## src/rtl/framebuffer_port_arbiter.sv

```systemverilog
// Arbitrates the single-port framebuffer RAM between display reads and host writes.
// Reads always take the port. Host writes wait in a small FIFO and use cycles that have no read.
module framebuffer_port_arbiter #(
  parameter int PIXEL_WIDTH      = 64,
  parameter int PIXEL_HALFHEIGHT = 16,
  parameter int BYTES_PER_PIXEL  = 2,
  parameter int WR_FIFO_DEPTH    = 4,
  parameter int STARVE_LIMIT     = 64,
  localparam int AW = $clog2(PIXEL_WIDTH) + $clog2(PIXEL_HALFHEIGHT) + 1,
  localparam int DW = BYTES_PER_PIXEL * 8,
  localparam int CW = $clog2(WR_FIFO_DEPTH) + 1
) (
  input  logic          clk_in,
  input  logic          reset,
  input  logic          rd_req,
  input  logic [AW-1:0] rd_addr,
  output logic [DW-1:0] rd_data,
  output logic          rd_valid,
  input  logic          wr_valid,
  input  logic [AW-1:0] wr_addr,
  input  logic [DW-1:0] wr_data,
  output logic          wr_ready,
  output logic [CW-1:0] wr_fifo_count,
  output logic          wr_starved,
  output logic [AW-1:0] ram_address,
  output logic [DW-1:0] ram_data_out,
  output logic          ram_write_enable,
  output logic          ram_clk_enable,
  input  logic [DW-1:0] ram_data_in
);

  localparam int PW = $clog2(WR_FIFO_DEPTH);
  localparam int SW = $clog2(STARVE_LIMIT + 1);

  logic [AW-1:0] fifo_addr [WR_FIFO_DEPTH];
  logic [DW-1:0] fifo_data [WR_FIFO_DEPTH];
  logic [PW-1:0] head;
  logic [PW-1:0] tail;
  logic [CW-1:0] count;
  logic [SW-1:0] starve;
  logic [SW-1:0] starve_next;
  logic          rd_stage;
  logic          fifo_empty;
  logic          push;
  logic          pop;

  assign fifo_empty    = (count == '0);
  assign wr_ready      = (count < CW'(WR_FIFO_DEPTH));
  assign wr_fifo_count = count;
  assign push          = wr_valid & wr_ready;
  assign pop           = ~rd_req & ~fifo_empty;

  always_comb begin
    starve_next = '0;
    if (rd_req && !fifo_empty)
      starve_next = (starve == SW'(STARVE_LIMIT)) ? starve : starve + 1'b1;
  end

  always_ff @(posedge clk_in) begin
    if (push) begin
      fifo_addr[tail] <= wr_addr;
      fifo_data[tail] <= wr_data;
    end
  end

  always_ff @(posedge clk_in) begin
    if (reset) begin
      head             <= '0;
      tail             <= '0;
      count            <= '0;
      starve           <= '0;
      wr_starved       <= 1'b0;
      rd_stage         <= 1'b0;
      rd_valid         <= 1'b0;
      rd_data          <= '0;
      ram_address      <= '0;
      ram_data_out     <= '0;
      ram_write_enable <= 1'b0;
      ram_clk_enable   <= 1'b0;
    end else begin
      // The registered RAM controls are the first read stage. A granted read
      // shows up as clk_enable high with write_enable low.
      rd_stage <= ram_clk_enable & ~ram_write_enable;
      rd_valid <= rd_stage;
      if (rd_stage)
        rd_data <= ram_data_in;

      if (rd_req) begin
        ram_address      <= rd_addr;
        ram_write_enable <= 1'b0;
        ram_clk_enable   <= 1'b1;
      end else if (pop) begin
        ram_address      <= fifo_addr[head];
        ram_data_out     <= fifo_data[head];
        ram_write_enable <= 1'b1;
        ram_clk_enable   <= 1'b1;
        head             <= head + 1'b1;
      end else begin
        ram_write_enable <= 1'b0;
        ram_clk_enable   <= 1'b0;
      end

      if (push)
        tail <= tail + 1'b1;

      case ({push, pop})
        2'b10:   count <= count + 1'b1;
        2'b01:   count <= count - 1'b1;
        default: ;
      endcase

      starve     <= starve_next;
      wr_starved <= (starve_next == SW'(STARVE_LIMIT));
    end
  end

endmodule
```

## config.mk

```make
export PLATFORM = sky130hd
export DESIGN_NAME = framebuffer_port_arbiter
export DESIGN_NICKNAME = d
export VERILOG_FILES = /design/src/rtl/framebuffer_port_arbiter.sv
export SDC_FILE = /design/constraint.sdc
export NUM_CORES = 1
export LEC_CHECK = 0
export BUFFER_PORTS_ARGS = -buffer_cell sky130_fd_sc_hd__buf_2
export CAP_MARGIN = 25
export CORE_MARGIN = 4
export CORE_UTILIZATION = 60
export CTS_CLUSTER_DIAMETER = 80
export DETAILED_ROUTE_END_ITERATION = 7
export GPL_ROUTABILITY_DRIVEN = 0
export PLACE_DENSITY = 0.88
export SKIP_CTS_REPAIR_TIMING = 1
export SLEW_MARGIN = 15
export SYNTH_ARGS = -nofsm -noshare
export SYNTH_HDL_FRONTEND = slang
export SYNTH_SLANG_ARGS = --single-unit
```

## constraint.sdc

```tcl
create_clock -name clk_in -period 5 [get_ports clk_in]
set_input_delay 0.25 -clock clk_in [delete_from_list [all_inputs] [get_ports clk_in]]
set_output_delay 0.25 -clock clk_in [all_outputs]
set_load 0.1 [all_outputs]
```

==> results of run 1 <==
==> how the worst max path moves through the flow <==
stage	depth (start not counted)	end	slack [ns]
final	9	wr_fifo_count[2]$_SDFFE_PP0P_	2.25
after CTS	9	wr_fifo_count[2]$_SDFFE_PP0P_	2.27
after global placement	9	wr_fifo_count[2]$_SDFFE_PP0P_	2.38
after floorplan	11	wr_fifo_count[2]$_SDFFE_PP0P_	2.05
after global routing	9	wr_fifo_count[2]$_SDFFE_PP0P_	2.05
after detailed placement	9	wr_fifo_count[2]$_SDFFE_PP0P_	2.26
==> worst register-to-register path: cells and delay by family, from the launching register on <==
kind / cells / cell delay, ns
adder cells (fa/ha/maj): 2 / 0.48
XOR/XNOR: 1 / 0.08
buffers and inverters: 2 / 0.39
AND/OR/NAND/NOR: 3 / 1.21
AO/OA/AOI/OAI: 1 / 0.14
flip-flops: 1 / 0.37
==> kinds of logic after synthesis <==
group                    count (synthesis)  share of synthesized area
AO/OA/AOI/OAI                           40                     0.0390
XOR/XNOR                                11                     0.0147
adder cells (fa/ha/maj)                  8                     0.0164
buffers and inverters                   35                     0.0302
flip-flops                             172                      0.691
multiplexers                            55                      0.136
AND/OR/NAND/NOR                        103                     0.0725
==> where the power goes <==
part / switching, mW / internal, mW / total, mW
clock: 0.517 / 0.703 / 1.22
sequential: 0.160 / 1.73 / 1.89
combinational: 1.11 / 0.409 / 1.51
==> cell usage after synthesis, drive strengths merged <==
master / instances / share of area
edfxtp: 108 / 0.50
dfxtp: 64 / 0.20
nor2: 42 / 0.024
nand2: 34 / 0.020
mux2i: 28 / 0.043
mux4: 27 / 0.093
a21oi: 20 / 0.016
buf: 20 / 0.021
a211oi: 13 / 0.015
inv: 9 / 0.0052
ha: 7 / 0.013
xnor2: 7 / 0.0094
and2: 5 / 0.0048
clkbuf: 5 / 0.0029
nor2b: 4 / 0.0038
xor2: 4 / 0.0054
nand3: 3 / 0.0023
or2: 3 / 0.0029
nand2b: 2 / 0.0019
nor3: 2 / 0.0040
nor3b: 2 / 0.0023
o21ai: 2 / 0.0015
o31ai: 2 / 0.0031
or3: 2 / 0.0019
a31oi: 1 / 0.00096
and3: 1 / 0.00096
and3b: 1 / 0.0013
and4: 1 / 0.0013
clkinv: 1 / 0.0013
fa: 1 / 0.0031
nand4: 1 / 0.00096
o211ai: 1 / 0.0011
o311a: 1 / 0.0015
==> sequential cells by signal, summed over array words and instances (netlist names), 2 cells and up, named ones only <==
register,flops
wr_fifo_count,3
head,2
fifo_data,64
fifo_addr,44
rd_data,16
ram_address,11
tail,2
starve,7
ram_data_out,16
==> layout make-up <==
cell class              count  area (µm²)  area share
clock inverters            14         128      0.0158
repair buffers            151         958       0.119
well taps                 136         170      0.0211
inverters                  10        42.5     0.00528
flip-flops and latches    172        4520       0.561
multi-input cells         217        1820       0.226
clock buffers              18         418      0.0518
==> per-stage QoR <==
| step | instances | power [mW] | utilization |
|---|---|---|---|
| 2_1_floorplan | 424 | 3.13 | - |
| 3_3_place_gp | 648 | 3.34 | 0.682 |
| 3_5_place_dp | 648 | 3.39 | 0.682 |
| 4_1_cts | 680 | 4.62 | 0.734 |
| 5_1_grt | 718 | 4.80 | 0.771 |
| 6_report | 718 | 4.63 | 0.771 |
==> layer usage <==
metal  up-vias  global-route usage  part of all wire
met3        23              0.0485             0.061
met5         -                   0                 0
met2       152               0.387              0.54
met4         0              0.0954             0.018
li1       1858                   -                 -
met1      2015               0.248              0.38
==> flow_metrics.env, run 1 <==
export IMPL_hp_class="in2reg"
export IMPL_ys_seq_area_frac=0.691
export IMPL_cts_buffer_depth=2
export IMPL_r2r_start="wr_fifo_count[2]$_SDFFE_PP0P_"
export IMPL_cts_root_buf="clkbuf_8"
export IMPL_fill_cells=590
export IMPL_min_period_ns=2.75
export IMPL_cp_slowest_cell="or2_1"
export IMPL_startpoint="wr_fifo_count[2]$_SDFFE_PP0P_"
export IMPL_die_area_mm2=0.0126
export IMPL_min_period_over_period=0.550
export IMPL_io_pins=109
export IMPL_reg2reg_slack_ns=2.25
export IMPL_drc=0
export IMPL_fin_tns_setup_ns=0
export IMPL_p_per_area_mw_per_mm2=574
export IMPL_p_leak_nw=3.05
export IMPL_grt_pass1_vias=3963
export IMPL_hold_viol=5
export IMPL_synth_distinct_cells=41
export IMPL_violations="hold timing"
export IMPL_start_util=0.625
export IMPL_antenna_left=0
export IMPL_fin_skew_ns=0.0129
export IMPL_synth_fp_nets=490
export IMPL_synth_area_per_cell_um2=15.4
export IMPL_h_tree_depth=4
export IMPL_slew_headroom=0.306
export IMPL_wl_per_cell_um=19.4
export IMPL_clock_sinks=172
export IMPL_cp_buffers_inverters=2
export IMPL_hold_path_depth=3
export IMPL_grt_remaining_overflow=0
export IMPL_final_cell_mix="edfxtp_1 (108), buf_2 (108), dfxtp_1 (64), nor2_1 (42), dlygate4sd3_1 (38)"
export IMPL_syn2layout_area_growth_pct=23.2
export IMPL_insertedDiodeCount=0
export IMPL_die_w_um=112
export IMPL_path_delay_family="simple AND/OR/NAND/NOR gates"
export IMPL_synth_warnings=0
export IMPL_setup_viol=0
export IMPL_num_rows=37
export IMPL_path_cells="nor3_2 -> or2_1 -> clkinv_4 -> ha_1 -> inv_1 -> fa_1 -> xor2_1 -> or3_1 -> a21oi_1"
export IMPL_syn_area_mm2=0.00654
export IMPL_start_kind="register"
export IMPL_dr_pass1_iters=5
export IMPL_slowest_delay_ns=0.63
export IMPL_clock_latency_ns=0.53
export IMPL_cap_violations=0
export IMPL_hpwl_mm=8.13
export IMPL_synthCells=424
export IMPL_whs_endpoint="rd_data[3]$_SDFFE_PP0P_"
export IMPL_min_delay_start="ram_data_in[3]"
export IMPL_worstReg2RegEnd="wr_fifo_count[2]$_SDFFE_PP0P_"
export IMPL_routed_via_density=5.64
export IMPL_path_clk_slew_ns=0.06
export IMPL_drive_above_1_share=0.306
export IMPL_timing_final_ws_setup_ns=2.25
export IMPL_pre_cts_slack_ns=2.26
export IMPL_critPathMaxFanout=18
export IMPL_critPathCaptureType="register"
export IMPL_placed_area_mm2=0.00714
export IMPL_coreArea_mm2=0.0105
export IMPL_outcome="finished with violations"
export IMPL_report_final_slew_viol_count=0
export IMPL_grt_pass1_wl_mm=20.7
export IMPL_vias=4048
export IMPL_grt_total_usage=0.216
export IMPL_final_nets=635
export IMPL_critical_path_required_ns=5.45
export IMPL_io_buffers=108
export IMPL_rsz0062_at_grt="no"
export IMPL_worst_pin_slew_ns=1.04
export IMPL_holdWs_ns=-0.0355
export IMPL_worstSetupPathType="reg2reg"
export IMPL_cts_tree="yes"
export IMPL_worst_r2r_path_depth=9
export IMPL_die_h_um=112
export IMPL_max_freq_ghz=0.363
export IMPL_worst_endpoint_arrival_ns=3.20
export IMPL_antenna_found_initial=0
export IMPL_drt_iter0_drc=336
export IMPL_grt_max_degree=57
export IMPL_drt_wl_total_mm=13.9
export IMPL_numCtsBuffers=17
export IMPL_fin_area_mm2=0.00806
export IMPL_yosys_register_bits=172
export IMPL_vdd_drop_max_mv=0.315
Power figures use the tool's default switching activity.
==> run 2: changes to the inputs <==
- ABC_AREA: default -> 1
- CORE_UTILIZATION: 60 -> 50
- PLACE_DENSITY: 0.88 -> 0.79
- clock period: 5 -> 2.4 ns (I/O delays scaled with it)
==> run 2 against run 1 <==
Compared with the run above: the flow still finishes with violations (hold timing); design area up 3.3%; combinational power grew 140%; worst hold slack about the same; largest cell class unchanged; wire length grew 9.7%; register-to-register slack got worse by 1.8 ns; sequential share of layout area is 1.7 points lower; clock power up 130%; first-iteration DRC count is 33% higher.
==> flow_metrics.env, run 2 <==
export IMPL_coreArea_mm2=0.0128
export IMPL_synth_warnings=0
export IMPL_num_rows=41
export IMPL_slowest_delay_ns=0.38
export IMPL_grt_remaining_overflow=0
export IMPL_cts_buffer_depth=2
export IMPL_report_final_slew_viol_count=0
export IMPL_syn_area_mm2=0.00659
export IMPL_cts_tree="yes"
export IMPL_worstReg2RegEnd="wr_fifo_count[2]$_SDFFE_PP0P_"
export IMPL_utilization=0.652
export IMPL_synth_most_common_cell="nor2_1"
export IMPL_min_period_over_period=0.828
export IMPL_hold_viol=1
export IMPL_drc=0
export IMPL_async_flop_share=0
export IMPL_top_register="fifo_data"
export IMPL_dr_pass1_iters=5
export IMPL_cp_buffers_inverters=2
export IMPL_power_mw=10.2
export IMPL_min_delay_start="ram_data_in[8]"
export IMPL_r2r_start="wr_fifo_count[2]$_SDFFE_PP0P_"
export IMPL_cts_root_buf="clkbuf_16"
export IMPL_synth_distinct_cells=26
export IMPL_rsz0062_at_grt="no"
export IMPL_slew_headroom=0.585
export IMPL_p_per_area_mw_per_mm2=1230
export IMPL_min_period_ns=1.99
export IMPL_worst_r2r_path_depth=9
export IMPL_numCtsBuffers=17
export IMPL_synth_area_per_cell_um2=10.7
export IMPL_pre_cts_slack_ns=0.497
export IMPL_largest_reg_flops=64
export IMPL_endpoint="wr_fifo_count[2]$_SDFFE_PP0P_"
export IMPL_io_pins=109
export IMPL_io_buffers=108
export IMPL_synth_top_area_cell="edfxtp_1"
export IMPL_fin_tns_setup_ns=0
export IMPL_layout_commonest_cell="nor2_1"
export IMPL_dp_cells=878
export IMPL_vdd_drop_max_mv=0.769
export IMPL_critPathMaxFanout=9
export IMPL_ys_seq_area_frac=0.687
export IMPL_violations="hold timing"
export IMPL_synth_fp_nets=683
export IMPL_start_kind="register"
export IMPL_synthCells=617
export IMPL_placed_area_mm2=0.00730
export IMPL_startpoint="wr_fifo_count[2]$_SDFFE_PP0P_"
export IMPL_final_nets=833
export IMPL_grt_total_usage=0.196
export IMPL_die_w_um=123
export IMPL_insertedDiodeCount=0
export IMPL_yosys_register_bits=172
export IMPL_grt_pass1_vias=4661
export IMPL_fin_area_mm2=0.00833
export IMPL_drt_wl_total_mm=15.3
export IMPL_outcome="finished with violations"
export IMPL_drt_iter0_drc=448
export IMPL_hp_class="in2reg"
export IMPL_final_cell_mix="nor2_1 (134), edfxtp_1 (108), buf_2 (108), o21ai_0 (94), dfxtp_1 (61)"
export IMPL_crit_cells=9
export IMPL_critPathCaptureType="register"
export IMPL_clock_latency_ns=0.42
export IMPL_h_tree_depth=4
export IMPL_yosys_top_cells_area="edfxtp_1 (49%), dfxtp_1 (19%), nor2_1 (7.9%)"
export IMPL_path_cells="inv_2 -> nand2_1 -> ha_1 -> inv_1 -> fa_1 -> a21oi_1 -> o21ai_0 -> o21ai_0 -> a21oi_1"
export IMPL_worst_pin_slew_ns=0.621
export IMPL_synth_top_area_frac=0.492
export IMPL_cp_slowest_cell="fa_1"
export IMPL_vias=5029
export IMPL_clock_sinks=172
export IMPL_path_clk_slew_ns=0.06
export IMPL_setup_viol=0
export IMPL_worstSetupPathType="reg2reg"
export IMPL_fill_cells=940
export IMPL_hpwl_mm=9.21
export IMPL_path_delay_family="adder cells"
export IMPL_p_leak_nw=3.40
export IMPL_synthTopCellsByCount="nor2_1 (138), edfxtp_1 (108), o21ai_0 (94)"
export IMPL_synth_edf_count=108
export IMPL_start_util=0.516
export IMPL_antenna_left=0
export IMPL_largestRegisters="fifo_data: 64 flops, fifo_addr: 44 flops"
export IMPL_grt_max_degree=37
export IMPL_timing_final_ws_setup_ns=0.413
export IMPL_reg2reg_slack_ns=0.41
export IMPL_fin_skew_ns=0.00920
export IMPL_routed_via_density=5.28
export IMPL_cap_violations=0
export IMPL_drive_above_1_share=0.213
export IMPL_wl_per_cell_um=16.1
export IMPL_die_area_mm2=0.0151
export IMPL_ys_flop_type="edfxtp_1"
export IMPL_grt_pass1_wl_mm=22.6
export IMPL_fin_cells=952
export IMPL_die_h_um=123
export IMPL_critical_path_required_ns=2.70
export IMPL_syn2layout_area_growth_pct=26.5
export IMPL_worst_endpoint_arrival_ns=2.29
export IMPL_max_freq_ghz=0.503
export IMPL_antenna_found_initial=0
export IMPL_holdWs_ns=-0.0356
[run 2: cell count changes after synthesis, moves of 13 or more]
cell / delta
nand2_1: +22
mux2i_1: -28
o21ai_0: +92
o22ai_1: +27
inv_1: +25
mux4_2: -27
a211oi_1: -13
nor2_1: +96
[run 2: cell families after synthesis]
kind of cell,share of synthesized area
xor gates and xnor gates,0.00133
adders and majority gates,0.0163
buffers and inverters,0.0446
DFF,0.687
AOI/OAI and AO/OA,0.122
and+or+nand+nor,0.129
[run 2: metal layers]
layer  up-vias  part of all wire  global-route usage
li1       2427                 -                   -
met1      2382              0.41               0.237
met2       196              0.51               0.334
met3        24             0.063              0.0544
met4         0             0.015              0.0735
met5         -                 0                   0
[run 2: final cells by class]
type                       count  area (µm²)  area share
timing repair buffer         162        1050       0.126
multi-input combinational    376        1780       0.214
clock inverter                15         186      0.0224
tap                          172         215      0.0258
sequential                   172        4530       0.544
inverter                      38         143      0.0171
clock buffer                  17         425      0.0511
[run 2: how the worst min path moves through the flow]
| stage | slack, ns | cells past startpoint | endpoint |
|---|---|---|---|
| after floorplan | 0.22 | 0 | fifo_addr[0][0]$_DFFE_PP_ |
| after global placement | 0.33 | 1 | fifo_addr[1][10]$_DFFE_PP_ |
| after detailed placement | 0.34 | 1 | fifo_addr[0][9]$_DFFE_PP_ |
| after CTS | -0.11 | 1 | fifo_addr[0][9]$_DFFE_PP_ |
| after global routing | 0.003 | 3 | rd_data[8]$_SDFFE_PP0P_ |
| final | -0.04 | 3 | rd_data[8]$_SDFFE_PP0P_ |
[run 2: power breakdown]
part	switching [mW]	internal [mW]
logic	2.92	0.686
registers	0.203	3.62
clock network	1.16	1.66
total	4.28	5.96
[run 2: worst reg2reg max path, cell delays in order (launching register included)]
cell,delay (ns)
dfxtp_4,0.36
inv_2,0.06
nand2_1,0.27
ha_1,0.21
inv_1,0.07
fa_1,0.38
a21oi_1,0.16
o21ai_0,0.15
o21ai_0,0.17
a21oi_1,0.05
